## src/rtl/adder_pkg.sv

```systemverilog
// Shared constants and FSM encoding for the byte-serial 32-bit adder.
// Contents: default slice count, slice width, and the controller state type.
// Imported by multicycle_adder_32bit and RippleCarryAdder_8bit.
package adder_pkg;

    // Number of 8-bit slices processed per addition (operand width = 8*NUM_BYTES).
    localparam int NUM_BYTES = 4;

    // Width of the shared ripple-carry slice.
    localparam int SLICE_W = 8;

    typedef enum logic [1:0] {
        ST_IDLE = 2'b00,
        ST_RUN  = 2'b01,
        ST_DONE = 2'b10
    } state_e;

endpackage

```

## src/rtl/RippleCarryAdder_8bit.sv

```systemverilog
// Purpose: 8-bit ripple-carry adder slice, shared by the byte-serial adder.
// Latency: purely combinational.
// Ports: in1/in2 operand bytes, c_in carry-in, sum result byte, c_out carry-out.
module RippleCarryAdder_8bit
    import adder_pkg::*;
(
    input  logic [SLICE_W-1:0] in1,
    input  logic [SLICE_W-1:0] in2,
    input  logic               c_in,
    output logic [SLICE_W-1:0] sum,
    output logic               c_out
);

    // carry[i] is the carry into bit i; carry[SLICE_W] leaves the slice.
    logic [SLICE_W:0] carry;

    assign carry[0] = c_in;

    for (genvar i = 0; i < SLICE_W; i++) begin : g_fa
        assign sum[i]       = in1[i] ^ in2[i] ^ carry[i];
        assign carry[i + 1] = (in1[i] & in2[i]) | (carry[i] & (in1[i] ^ in2[i]));
    end

    assign c_out = carry[SLICE_W];

endmodule

```

## src/rtl/multicycle_adder_32bit.sv

```systemverilog
// Purpose: 32-bit add using one 8-bit slice over NUM_BYTES cycles, LSB byte first.
// Latency: done pulses NUM_BYTES cycles after start is accepted; busy meanwhile.
// Ports: start/in1/in2/c_in request; busy/done status; sum/c_out/overflow held results.
module multicycle_adder_32bit
    import adder_pkg::*;
#(
    parameter int NUM_BYTES = adder_pkg::NUM_BYTES
) (
    input  logic                         clk,
    input  logic                         rst_n,
    input  logic                         start,
    input  logic [SLICE_W*NUM_BYTES-1:0] in1,
    input  logic [SLICE_W*NUM_BYTES-1:0] in2,
    input  logic                         c_in,
    output logic                         busy,
    output logic                         done,
    output logic [SLICE_W*NUM_BYTES-1:0] sum,
    output logic                         c_out,
    output logic                         overflow
);

    localparam int W     = SLICE_W * NUM_BYTES;
    localparam int IDX_W = (NUM_BYTES > 1) ? $clog2(NUM_BYTES) : 1;
    localparam logic [IDX_W-1:0] LAST_IDX = IDX_W'(NUM_BYTES - 1);

    state_e           state_q;
    logic [IDX_W-1:0] idx_q;
    logic             carry_q;
    logic [W-1:0]     a_q;
    logic [W-1:0]     b_q;
    logic [W-1:0]     part_q;
    logic [W-1:0]     sum_q;
    logic             c_out_q;
    logic             ovf_q;

    logic [SLICE_W-1:0] a_byte;
    logic [SLICE_W-1:0] b_byte;
    logic [SLICE_W-1:0] slice_sum;
    logic               slice_cout;
    logic [W-1:0]       part_d;
    logic               ovf_d;

    // Byte-select muxes feeding the shared slice, and the partial result with
    // the current byte merged in. On the last byte part_d is the full sum, so
    // it can be loaded into the result register in the same edge.
    always_comb begin
        a_byte = a_q[idx_q * SLICE_W +: SLICE_W];
        b_byte = b_q[idx_q * SLICE_W +: SLICE_W];
        part_d = part_q;
        part_d[idx_q * SLICE_W +: SLICE_W] = slice_sum;
        // Signed overflow: operands agree in sign but the result does not.
        ovf_d  = (a_q[W-1] == b_q[W-1]) && (part_d[W-1] != a_q[W-1]);
    end

    RippleCarryAdder_8bit u_slice (
        .in1   (a_byte),
        .in2   (b_byte),
        .c_in  (carry_q),
        .sum   (slice_sum),
        .c_out (slice_cout)
    );

    always_ff @(posedge clk or negedge rst_n) begin
        if (!rst_n) begin
            state_q <= ST_IDLE;
            idx_q   <= '0;
            carry_q <= 1'b0;
            a_q     <= '0;
            b_q     <= '0;
            part_q  <= '0;
            sum_q   <= '0;
            c_out_q <= 1'b0;
            ovf_q   <= 1'b0;
        end else begin
            case (state_q)
                ST_IDLE, ST_DONE: begin
                    // Accepting in DONE gives back-to-back adds with no idle gap.
                    if (start) begin
                        a_q     <= in1;
                        b_q     <= in2;
                        carry_q <= c_in;
                        idx_q   <= '0;
                        state_q <= ST_RUN;
                    end else begin
                        state_q <= ST_IDLE;
                    end
                end
                ST_RUN: begin
                    // start is deliberately ignored here: no re-sampling, no queueing.
                    part_q  <= part_d;
                    carry_q <= slice_cout;
                    if (idx_q == LAST_IDX) begin
                        sum_q   <= part_d;
                        c_out_q <= slice_cout;
                        ovf_q   <= ovf_d;
                        idx_q   <= '0;
                        state_q <= ST_DONE;
                    end else begin
                        idx_q   <= idx_q + 1'b1;
                    end
                end
                default: begin
                    state_q <= ST_IDLE;
                end
            endcase
        end
    end

    // Status is decoded from registered state only, so busy and done are exclusive.
    assign busy     = (state_q == ST_RUN);
    assign done     = (state_q == ST_DONE);
    assign sum      = sum_q;
    assign c_out    = c_out_q;
    assign overflow = ovf_q;

endmodule

```

## config.mk

```make
export PLATFORM = sky130hd
export DESIGN_NAME = multicycle_adder_32bit
export DESIGN_NICKNAME = d
export VERILOG_FILES = /design/src/rtl/adder_pkg.sv /design/src/rtl/RippleCarryAdder_8bit.sv /design/src/rtl/multicycle_adder_32bit.sv
export SDC_FILE = /design/constraint.sdc
export NUM_CORES = 1
export LEC_CHECK = 0
export CAP_MARGIN = 20
export CORE_UTILIZATION = 30
export CTS_BUF_LIST = sky130_fd_sc_hd__clkbuf_4
export DETAILED_ROUTE_END_ITERATION = 6
export PLACE_DENSITY = 0.49
export SYNTH_ARGS = -nofsm -noshare
export SYNTH_HDL_FRONTEND = slang
export SYNTH_SLANG_ARGS = --single-unit
```

## constraint.sdc

```tcl
create_clock -name clk -period 9.46 [get_ports clk]
set_input_delay 1.892 -clock clk [delete_from_list [all_inputs] [get_ports clk]]
set_output_delay 1.892 -clock clk [all_outputs]
set_load 0.01 [all_outputs]
```

# --- After elaboration in Yosys (flattened, before gate mapping) ---
# Index checks and enable logic that the tools add are counted.
op_classes:
  muxes: 9
  eq_ne: 7
  bitwise_logic: 40
  addsub: 2
  reduce_logical: 7
  shift: 4
op_table:
  columns: ["op", "n"]
  rows:
  - ["variable part select 32 x 6 -> 8 bit", 2]
  - ["negator 5 -> 34 bit", 1]
  - ["variable shift 8 x 34 -> 32 bit (first input constant)", 1]
  - ["variable part select 8 x 34 -> 32 bit", 1]
  - ["bitwise mux 32 bit", 1]
  - ["AND 1 bit", 16]
  - ["bitwise XOR 1 bit", 16]
  - ["OR 1 bit", 8]
  - ["case mux 2 bit (2 select lines)", 2]
  - ["2-to-1 mux 2 bit", 3]
  - ["AND reduction 2 bit", 3]
  - ["equality test 2 bit (second input constant)", 2]
  - ["adder 2 x 1 -> 2 bit (second input constant)", 1]
  - ["equality test 2 x 1 -> 1 bit (second input constant)", 1]
  - ["zero test 2 bit", 1]
  - ["2-to-1 mux 1 bit", 2]
  - ["!= test 2 x 1 -> 1 bit (second input constant)", 1]
  - ["!= test 2 bit (second input constant)", 1]
  - ["case mux 1 bit (2 select lines)", 1]
  - ["nonzero test 2 bit", 1]
  - ["OR reduction 2 bit", 1]
  - ["equality test 1 bit", 1]
  - ["logical AND 1 bit", 1]
  - ["!= test 1 bit", 1]
word_totals:
  in_bits: 68
  regBits: 135
  elab_cells: 78

# --- Logic depth before layout (Yosys ltp) ---
depth:
  word_depth: 21
  mapped_depth: 18

# --- Modules after synthesis ---
# From an unflattened synthesis, not the netlist that was laid out.
hier_totals:
  hier_cells: 611
  area_unflattened_um2: 6145.9
modules_own_cells:
  columns: ["module", "n_inst", "cells_each", "area_per_inst_um2", "seq_area_each_um2"]
  rows:
  - ["multicycle_adder_32bit", 1, 593, 5948.2, 3378.2]
  - ["RippleCarryAdder_8bit", 1, 18, 197.7, 0.0]

# --- Worst setup path before layout ---
# No wires, ideal clock.
synth_path:
  path_type: "reg2reg"
  from: "register idx_q[0]"
  to: "register ovf_q (netlist: overflow)"
  arrival_time_ns: 4.993
  setup_time_ns: 0.069
  n_path_buf: 3
  path_slack_ns: 4.398
  stages_incl_launch_ff: 19
  synth_period_minus_slack_ns: 5.062
  path_cell_list: "dfrtp_1 -> buf_6 -> buf_6 -> mux4_2 -> inv_1 -> fa_1 -> fa_1 -> fa_1 -> fa_1 -> fa_1 -> inv_1 -> fa_1 -> inv_1 -> fa_1 -> inv_1 -> fa_1 -> clkbuf_1 -> a2111o_1 -> nand3_1"
synth_via:
  elab_chain_cells: 21
synth_lines:
  columns: ["item", "line_no", "source"]
  rows:
  - ["start: declaration", "multicycle_adder_32bit.sv:27", "logic [IDX_W-1:0] idx_q;"]
  - ["start signal: assignment", "multicycle_adder_32bit.sv:99", "idx_q <= idx_q + 1'b1;"]
  - ["variable part select 32 x 6 -> 8 bit (on tied branches)", "multicycle_adder_32bit.sv:47, multicycle_adder_32bit.sv:48", null]
  - ["bitwise XOR 1 bit", "RippleCarryAdder_8bit.sv:20, RippleCarryAdder_8bit.sv:21", null]
  - ["AND 1 bit", "RippleCarryAdder_8bit.sv:21", "assign carry[i + 1] = (in1[i] & in2[i]) | (carry[i] & (in1[i] ^ in2[i]));"]
  - ["OR 1 bit", "RippleCarryAdder_8bit.sv:21", null]
  - ["AND 1 bit", "RippleCarryAdder_8bit.sv:21", null]
  - ["OR 1 bit", "RippleCarryAdder_8bit.sv:21", null]
  - ["AND 1 bit", "RippleCarryAdder_8bit.sv:21", null]
  - ["OR 1 bit", "RippleCarryAdder_8bit.sv:21", null]
  - ["(+5 left out)", null, null]
  - ["OR 1 bit", "RippleCarryAdder_8bit.sv:21", null]
  - ["AND 1 bit", "RippleCarryAdder_8bit.sv:21", null]
  - ["OR 1 bit", "RippleCarryAdder_8bit.sv:21", null]
  - ["bitwise XOR 1 bit", "RippleCarryAdder_8bit.sv:20", "assign sum[i] = in1[i] ^ in2[i] ^ carry[i];"]
  - ["variable part select 8 x 34 -> 32 bit", "multicycle_adder_32bit.sv:50", "part_d[idx_q * SLICE_W +: SLICE_W] = slice_sum;"]
  - ["bitwise mux 32 bit", "multicycle_adder_32bit.sv:50", null]
  - ["!= test 1 bit", "multicycle_adder_32bit.sv:52", "ovf_d = (a_q[W-1] == b_q[W-1]) && (part_d[W-1] != a_q[W-1]);"]
  - ["logical AND 1 bit", "multicycle_adder_32bit.sv:52", null]
  - ["end signal: assignment", "multicycle_adder_32bit.sv:95", "ovf_q <= ovf_d;"]
  - ["end: declaration", "multicycle_adder_32bit.sv:34", "logic ovf_q;"]
# Several ways; a longest one is shown, not always the timed one.
# A chain may end at the register's enable or synchronous reset.

# --- Final worst setup path ---
# Same ends and word-level chain as after synthesis.

==> results.txt <==
outcome = finished clean
final count of hold timing violations = 0
number of violations of the max-capacitance limit = 0
signal arrival time at the worst endpoint = 5770 ps
unrepaired setup endpoints after global routing = false
power share of the combinational group = 52.2%
net switching power = 1.26 mW
Worst Path Class, Setup = flip-flop to flip-flop
gate count of the mapped netlist = 596
Final Net Count = 767
number of synthesized flops with an enable pin = 0
final cell count without fillers = 968
Detailed Place HPWL = 10.4 mm
CTS tree = built
Post-synth top flop = dfrtp_1
area share of the largest cell type after synthesis = 54.8%
number of violations reported at the end of detailed-routing iteration 0 = 282
Synth Net Count = 678
vertical die dimension = 145 um
critical path, cell by cell = buf_4, mux4_2, inv_1, fa_1, fa_1, fa_1, fa_1, fa_1, inv_1, fa_1, inv_1, fa_1, inv_1, fa_1, a2111o_1, nand3_1
highest ir drop seen on vdd = 0.254 mV
via total after detailed routing = 4,548
cell seen most often among critical-path stages = fa_1
critical path endpoint category = flip-flop
cell taking the most area after synthesis = dfrtp_1
wire per inst = 15.6 um
worst endpoint required time = 9970 ps
number of I/O pins = 104
number of search-and-repair iterations in the first detailed-routing pass = 4
final weighted congestion in routability-driven placement = 0.722
timing-limited maximum frequency = 190 MHz
number of antenna violations at the first check in global routing = 0
Slew HR = 49.9%
number of buffers and inverters on the critical path = 5
warnings from Yosys = 0
path category of the worst min-delay check = flip-flop to flip-flop
final count of pins violating max slew = 0
Seq pwr share = 32.6%
total detailed-routing wirelength = 15.1 mm
CP delay by family, top = adder cells
buffer count from post-CTS setup fixing = 0
fraction of power consumed by the clock network = 15.2%
placeable core region = 20,200 um^2
vias in the first global route = 4,529
Pwr per Cell Area = 377 nW/um^2
master of the slowest instance on the critical path = fa_1
leakage power = 3.46 nW
mean post-synth cell area = 10.3 um^2
Worst Path Max Fanout = 30
Clock Sinks = 135
count of final setup violators = 0
power consumption = 2.92 mW
Fin Clk Skew = 23.3 ps
DRC errors left = 0
Netlist cell types = 39
fin crit period = 5260 ps
Mapped Area = 6160 um^2
pin count of the biggest net entering global routing = 78
number of cells in the design after placement = 935
flop and latch count out of synthesis = 135
startpoint class of the critical path = flip-flop
switching share of total power = 43.3%
post-synthesis to final-layout area growth = 25.7%
internal power = 1.66 mW
Period Utilization, post-route = 55.7%
largest stage delay on the critical path = 570 ps
maximum clock insertion buffer count = 2
Total Neg Setup Slack = 0 ps
Resized cells post-CTS = 0
library cell with the highest instance count after synthesis = nand2_1
initial core utilization = 30.5%
library cell used as clock root buffer = clkbuf_4
later-pin clock latency in the skew report = 560 ps
clock slew at reported path FFs = 130 ps
number of nets with antenna violations after routing = 0
Cell Rows = 52
count of inserted antenna diode cells = 0
overflow left after global routing = 0
maximum level of the CTS H-tree = 4
first-pass GRT wire length = 24.6 mm
number of buffers added on ports = 103
most used standard cells in the synthesized netlist = nand2_1, dfrtp_1, inv_1
vias per cell = 4.70
number of clock buffers inserted by TritonCTS = 17
Synth async-reset ratio = 100%
hold-fix buffers at CTS = 0
register area share after synthesis = 54.8%
Die Area = 21,100 um^2
Die Width = 145 um
all-layer global routing usage = 15.1%
dominant cells by area after synthesis = dfrtp_1, nand2_1, mux4_2
Least-Margin Pin Slew = 752 ps
layout cells sized above 1 = 9.17%
==> cell families (layout without fill, tap and decap cells) <==
| family | count (synthesis) | after routing | share of synthesized area (%) |
|---|---|---|---|
| mux | 18 | 18 | 6.19 |
| compound gates | 101 | 101 | 12.6 |
| simple gates | 248 | 248 | 16.9 |
| fa+ha+maj | 14 | 14 | 3.82 |
| buf+inv | 80 | 182 | 5.71 |
| flops | 135 | 135 | 54.8 |
==> power by group through the flow <==
stage | Combinational (mW) | Sequential (mW) | Clock (mW)
5_1_grt | 1.67 | 0.984 | 0.483
4_1_cts | 1.55 | 0.955 | 0.459
2_1_floorplan | 0.948 | 0.957 | 0
6_report | 1.52 | 0.951 | 0.443
3_3_place_gp | 1.52 | 0.959 | 0
3_5_place_dp | 1.54 | 0.967 | 0
==> worst min-delay path, delay by kind of cell (launching register included) <==
family,cells,cell delay [ps]
flip-flops,1,360
AND/OR/NAND/NOR,2,110
==> metal layers <==
metal / part of all wire [%] / global-route usage (%)
met1: 50 / 22.0
met2: 45 / 22.2
met3: 4.5 / 3.77
met4: 0.88 / 4.26
met5: 0 / 0
==> stage by stage <==
step	hold WS, ps	util, %	cell area [um^2]	worst slack (ps)
floorplan	440	-	6160	4400
global placement	455	36.6	7380	4260
detailed placement	460	36.6	7380	4200
CTS	492	38.3	7720	4180
global route	512	38.4	7740	3880
finish	488	38.4	7740	4200
==> final cells by class <==
type	instances	area, um^2
multi-input combinational	381	2440
clock inverter	14	198
timing repair buffer	111	1110
inverter	39	146
clock buffer	18	135
tap	270	338
fill	2042	12400
sequential	135	3380
==> sequential cells by signal, indices dropped and copies added, names as in the netlist <==
signal and cells:
c_out 1, sum 32, idx_q 2, carry_q 1
part_q 32, b_q 32, overflow 1, state_q 2
a_q 32
==> path summary, 6_finish.rpt <==
check                           startpoint    endpoint  slack, ps  cells after the start
worst max-delay path              idx_q[0]    overflow       4200                     16
worst min-delay path                b_q[2]      b_q[2]        490                      2
worst max register to register    idx_q[0]    overflow       4200                     16
worst min register to register      b_q[2]      b_q[2]        490                      2
max in group asynchronous            rst_n  part_q[22]       6930                      3
min in group asynchronous            rst_n     b_q[25]       1390                      1
==> cell usage in the layout (no fill, tap or decap), types with 2 or more instances in the layout <==
cell type	n
o21a_1	18
and4bb_2	2
bufinv_16	4
o2bb2ai_1	24
nor2b_1	8
o21ai_0	14
mux4_2	16
clkinvlp_4	5
buf_4	8
o31ai_1	2
o21ai_1	2
dfrtp_1	135
ha_1	6
clkbuf_4	18
clkdlybuf4s50_1	102
nand2_1	219
o221ai_1	18
a22o_1	6
nand4bb_1	2
nor2_1	5
a2bb2oi_1	6
inv_6	4
inv_1	39
fa_1	8
a21oi_1	7
nand3_1	2
(Power assumes the default switching activity.)
